File: src/rtl/droop_corr_combiner_if.sv
// rtl/droop_corr_combiner_if.sv - sample/correction/status bundle of the droop correction combiner
interface droop_corr_combiner_if;
   logic               trig;
   logic signed [12:0] din;
   logic signed [15:0] iir_in;
   logic               bypass;
   logic               flush;
   logic               satClr;
   logic signed [12:0] dout;
   logic               valid;
   logic               satDetect;
   logic [7:0]         satCount;

   // master drives samples and controls, slave is the combiner
   modport master (
      output trig, din, iir_in, bypass, flush, satClr,
      input  dout, valid, satDetect, satCount
   );

   modport slave (
      input  trig, din, iir_in, bypass, flush, satClr,
      output dout, valid, satDetect, satCount
   );
endinterface

File: src/rtl/droop_corr_combiner.sv
// rtl/droop_corr_combiner.sv - delay-aligned droop correction add with 13-bit saturation and status
module droop_corr_combiner #(
   parameter int DELAY      = 2,
   parameter int CORR_SHIFT = 0
) (
   input  logic                 clk,
   input  logic                 rst,
   droop_corr_combiner_if.slave bus
);
   localparam int                FW       = $clog2(DELAY + 1);
   localparam logic [FW-1:0]     FILL_MAX = FW'(DELAY);
   localparam logic signed [16:0] SUM_HI  = 17'sd4095;
   localparam logic signed [16:0] SUM_LO  = -17'sd4096;

   logic               r_trig_a;
   logic               r_trig_b;
   logic               w_edge;
   logic               w_take;
   logic signed [12:0] r_dly [DELAY];
   logic [FW-1:0]      r_fill;
   logic signed [12:0] r_raw;
   logic signed [15:0] r_corr;
   logic signed [15:0] w_corr;
   logic               r_s1_v;
   logic               r_s2_v;
   logic signed [16:0] r_sum;
   logic signed [12:0] w_clamp;
   logic               w_sat;
   logic               w_out;
   logic signed [12:0] r_dout;
   logic               r_valid;
   logic               r_sat_det;
   logic [7:0]         r_sat_cnt;

   // one strobe per trig rising transition; a flush in the same cycle swallows it
   assign w_edge = r_trig_a & ~r_trig_b;
   assign w_take = w_edge & ~bus.flush;
   assign w_corr = bus.bypass ? 16'sd0 : ($signed(bus.iir_in) >>> CORR_SHIFT);
   // a result that reaches stage 3 during a flush is dropped
   assign w_out  = r_s2_v & ~bus.flush;

   // trig synchroniser / edge detector flops
   always_ff @(posedge clk) begin
      if (rst) begin
         r_trig_a <= 1'b0;
         r_trig_b <= 1'b0;
      end else begin
         r_trig_a <= bus.trig;
         r_trig_b <= r_trig_a;
      end
   end

   // sample-indexed delay line, advanced once per accepted edge
   always_ff @(posedge clk) begin
      if (rst || bus.flush) begin
         for (int i = 0; i < DELAY; i++) r_dly[i] <= '0;
      end else if (w_take) begin
         r_dly[0] <= bus.din;
         for (int i = 1; i < DELAY; i++) r_dly[i] <= r_dly[i-1];
      end
   end

   // stage 1: capture aligned raw sample and scaled correction, track fill
   always_ff @(posedge clk) begin
      if (rst) begin
         r_raw  <= '0;
         r_corr <= '0;
         r_fill <= '0;
         r_s1_v <= 1'b0;
      end else if (bus.flush) begin
         r_fill <= '0;
         r_s1_v <= 1'b0;
      end else begin
         r_s1_v <= w_take && (r_fill == FILL_MAX);
         if (w_take) begin
            r_raw  <= r_dly[DELAY-1];
            r_corr <= w_corr;
            if (r_fill != FILL_MAX) r_fill <= r_fill + 1'b1;
         end
      end
   end

   // stage 2: widened sum, recomputed every cycle from the held stage-1 operands
   always_ff @(posedge clk) begin
      if (rst) begin
         r_sum  <= '0;
         r_s2_v <= 1'b0;
      end else begin
         r_sum  <= {{4{r_raw[12]}}, r_raw} + {r_corr[15], r_corr};
         r_s2_v <= bus.flush ? 1'b0 : r_s1_v;
      end
   end

   // clamp the 17-bit sum back into the 13-bit sample range
   always_comb begin
      w_sat   = 1'b0;
      w_clamp = r_sum[12:0];
      if (r_sum > SUM_HI) begin
         w_sat   = 1'b1;
         w_clamp = 13'h0FFF;
      end else if (r_sum < SUM_LO) begin
         w_sat   = 1'b1;
         w_clamp = 13'h1000;
      end
   end

   // stage 3: publish the result; dout only moves with a valid strobe
   always_ff @(posedge clk) begin
      if (rst) begin
         r_dout  <= '0;
         r_valid <= 1'b0;
      end else begin
         r_valid <= w_out;
         if (w_out) r_dout <= w_clamp;
      end
   end

   // sticky saturation flag and saturating event counter; clear beats a same-cycle event
   always_ff @(posedge clk) begin
      if (rst || bus.satClr) begin
         r_sat_det <= 1'b0;
         r_sat_cnt <= '0;
      end else if (w_out && w_sat) begin
         r_sat_det <= 1'b1;
         if (r_sat_cnt != 8'hFF) r_sat_cnt <= r_sat_cnt + 8'd1;
      end
   end

   assign bus.dout      = r_dout;
   assign bus.valid     = r_valid;
   assign bus.satDetect = r_sat_det;
   assign bus.satCount  = r_sat_cnt;
endmodule

File: src/flat_wrapper.sv
// flat-port wrapper written by rule: the top's interface ports become plain ports
module droop_corr_combiner_flat 
#(
   parameter int DELAY      = 2,
   parameter int CORR_SHIFT = 0
)
  (clk, rst, bus_trig, bus_din, bus_iir_in, bus_bypass, bus_flush, bus_satClr, bus_dout, bus_valid, bus_satDetect, bus_satCount);
  droop_corr_combiner_if bus_i ();
  input  logic clk;
  input  logic rst;
  input wire logic [$bits(bus_i.trig)-1:0] bus_trig;
  input wire logic [$bits(bus_i.din)-1:0] bus_din;
  input wire logic [$bits(bus_i.iir_in)-1:0] bus_iir_in;
  input wire logic [$bits(bus_i.bypass)-1:0] bus_bypass;
  input wire logic [$bits(bus_i.flush)-1:0] bus_flush;
  input wire logic [$bits(bus_i.satClr)-1:0] bus_satClr;
  output wire logic [$bits(bus_i.dout)-1:0] bus_dout;
  output wire logic [$bits(bus_i.valid)-1:0] bus_valid;
  output wire logic [$bits(bus_i.satDetect)-1:0] bus_satDetect;
  output wire logic [$bits(bus_i.satCount)-1:0] bus_satCount;
  assign bus_i.trig = bus_trig;
  assign bus_i.din = bus_din;
  assign bus_i.iir_in = bus_iir_in;
  assign bus_i.bypass = bus_bypass;
  assign bus_i.flush = bus_flush;
  assign bus_i.satClr = bus_satClr;
  assign bus_dout = bus_i.dout;
  assign bus_valid = bus_i.valid;
  assign bus_satDetect = bus_i.satDetect;
  assign bus_satCount = bus_i.satCount;
  droop_corr_combiner #(.DELAY(DELAY), .CORR_SHIFT(CORR_SHIFT)) u_core (.clk(clk), .rst(rst), .bus(bus_i));
endmodule
File: config.mk
export PLATFORM = sky130hd
export DESIGN_NAME = droop_corr_combiner_flat
export DESIGN_NICKNAME = d
export VERILOG_FILES = /design/src/rtl/droop_corr_combiner_if.sv /design/src/rtl/droop_corr_combiner.sv /design/src/flat_wrapper.sv
export SDC_FILE = /design/constraint.sdc
export NUM_CORES = 1
export LEC_CHECK = 0
export CAP_MARGIN = 20
export CORE_MARGIN = 10
export CORE_UTILIZATION = 59
export CTS_CLUSTER_DIAMETER = 30
export DETAILED_ROUTE_END_ITERATION = 12
export HOLD_SLACK_MARGIN = 0.05
export MAX_ROUTING_LAYER = met4
export PLACE_DENSITY = 0.84
export SLEW_MARGIN = 20
export SYNTH_ARGS = -nofsm -noshare
export SYNTH_HDL_FRONTEND = slang
export SYNTH_SLANG_ARGS = --single-unit
File: constraint.sdc
create_clock -name clk -period 5.6 [get_ports clk]
set_clock_uncertainty 0.2 [all_clocks]
set_input_delay 0.56 -clock clk [delete_from_list [all_inputs] [get_ports clk]]
set_output_delay 0.56 -clock clk [all_outputs]
set_load 0.05 [all_outputs]
==> results.ini <==
[drt]
routed_wl_um=8613
ant_nets=0
wl_per_cell_um=13.71
vias_per_cell=5.549
drc=0
drtIter0Drc=126
dr_total_vias=3485
first_pass_iters=4

[worst_setup_path]
r2r_end=u_core.r_sum[12]
worstPathRequired_ns=5.65
critPathKind=reg2reg
cp-start-kind=register
worstReg2RegStart=u_core.r_corr[0]
rrSetupSlack_ns=3.02
worstPathArrival_ns=2.62
crit_path_max_fanout=4
crit_path_end_kind=register
r2r_cells=8

[logic_synthesis]
synth_top_area_share_pct=33.56
synth_cell_types=57
synth_area_um2=4474
synth_edf_count=26
synth_cells=476
synth_top_area_cell=dfxtp_1
yosys-top-cells-area=dfxtp_1, edfxtp_1, a21oi_1
ys_ff_latch=101
syn_nets=530
async_flop_share_pct=0
seq_area_frac_synth_pct=51.01
synth_ff_type=dfxtp_1
synth_area_per_cell_um2=9.400
yosysWarnings=0

[cts]
cts_resized=0
root_buffer=clkbuf_8
cts.clk_slew.worst_paths_ns=0.10
htree_levels=3
cts_tree=done
cts.path.max_buffers=2
cts_sinks=101
clock_latency_ns=0.36
hold_buffers=0
cts_setup_buffers=0
numCtsBuffers=9

[sta]
report.final.slew_viol_count=0
hold_ws_ns=0.2391
fin_tns_setup_ns=0
max_freq_mhz=387.9
setup_viol=0
slew_headroom_pct=34.32
fin_crit_sh_pct=46.04
final-hold-violation-count=0
setup_ws_ns=3.022
rsz0062_at_grt=false
period_needed_ns=2.578
worst_pin_slew_ns=0.9828

[finish]
layout_common_cells=dfxtp_1, a21oi_1, nand2_1
drive_above_1_share_pct=6.238
layout.nets=578
layout_commonest_cell=dfxtp_1
syn_to_final_growth_pct=18.54
n_antenna_cell=0

[min_path]
min_path_cells=1
min_from=u_core.r_s1_v
hold_class=reg2reg
hold_end=u_core.r_s2_v

[global_routing]
grt_pass1_wl_um=14430
grt_max_degree=76
track_usage_pct=15.37
gr-total-overflow=0
grt_pass1_vias=3365
antenna_found_initial=0

[die]
fp-row-count=31
dieArea_um2=11470
coreArea_um2=7331
initial_utilization_pct=61.03
die_w_um=107.1
fp.dieH_um=107.1
ioPinCount=58

[pwr]
p_leak_uw=0.001947
p_per_area_nw_per_um2=248.2
ir_drop_uv=147.2

[status]
status=complete, no violations

[placement]
dpl.hpwl_um=6170
portBuffers=57
gp_congestion=0.8170
pre_cts_ws_ns=2.835

[job]
max_cap_viol_count=0

## worst max path at each step
stage                          to             start  slack, ns  depth (start not counted)
2_1_floorplan  u_core.r_dly[0][0]               rst       3.26                          4
3_3_place_gp   u_core.r_dly[0][5]               rst       2.91                          4
3_5_place_dp   u_core.r_dly[0][4]               rst       2.84                          4
4_1_cts          u_core.r_sum[12]  u_core.r_corr[0]       3.03                          8
5_1_grt          u_core.r_sum[12]  u_core.r_corr[0]       2.88                          8
6_report         u_core.r_sum[12]  u_core.r_corr[0]       3.02                          8
## metal layers
layer	GRT usage [%]	vias up	part of all wire [%]
met5	-	-	0
met4	6.190	0	1.2
met3	3.174	14	5.2
met2	26.31	79	51
met1	17.12	1623	43
li1	-	1769	-
## final cells by class
| type | count | area (um2) |
|---|---|---|
| Sequential cell | 101 | 2282 |
| Multi-Input combinational cell | 344 | 2072 |
| Fill cell | 538 | 2027 |
| Timing Repair Buffer | 60 | 588.1 |
| Clock buffer | 9 | 123.9 |
| Tap cell | 99 | 123.9 |
| Clock inverter | 7 | 83.83 |
| Inverter | 8 | 30.03 |
## per-stage QoR
stage | instance area [um2] | util (%) | total power [uW] | cells
after floorplan | 4474 | - | 827.3 | 476
after global placement | 5090 | 69.43 | 858.7 | 612
after detailed placement | 5090 | 69.43 | 861.9 | 612
after CTS | 5298 | 72.26 | 1327 | 628
after global routing | 5304 | 72.35 | 1368 | 628
final | 5304 | 72.35 | 1316 | 628
## Yosys cell counts, drive strengths merged, types with 2 or more instances
master	instances
nor2b	10
o221ai	2
o211ai	3
dfxtp	75
nor2	34
nand2	59
and2	31
or2	2
mux2	2
a21o	6
ha	18
xnor2	4
nor3	23
a31oi	2
edfxtp	26
buf	10
nand3b	17
inv	8
nor3b	2
o21ai	15
nand2b	5
nor4	2
a21oi	64
nand3	7
a211oi	3
clkbuf	13
a31o	3
o31ai	3
o21a	5
or4	3
or3	5
## kinds of logic after synthesis
group	Yosys count	synth area share (%)
buffers and inverters	31	2.936
and+or+nand+nor	205	23.80
AOI/OAI and AO/OA	112	15.07
DFF	101	51.01
muxes	3	0.7270
adders and majority gates	19	5.481
xor gates and xnor gates	5	0.9787
## sequential cells by signal (all words and copies together), names as in the netlist
register and flops:
u_core.r_sum 17, u_core.r_trig_a 1, u_core.bus.satCount 8, u_core.r_s2_v 1, u_core.r_fill 2, u_core.r_corr 16, u_core.bus.valid 1, u_core.r_s1_v 1
u_core.r_trig_b 1, u_core.bus.satDetect 1, u_core.r_raw 13, u_core.bus.dout 13, u_core.r_dly 26
## power breakdown
group	internal (uW)	switching, uW
clock	213	257
combinational	36.1	38.6
sequential	765	6.68
## critical path: stages, from the launching register on
cell       delay, ns
dfxtp_1         0.37
ha_1            0.22
inv_1           0.07
fa_1            0.39
nor2b_1         0.21
o2111ai_1       0.23
a21o_1          0.27
a21oi_1         0.16
mux2_1          0.35
Power figures use the tool's default switching activity.
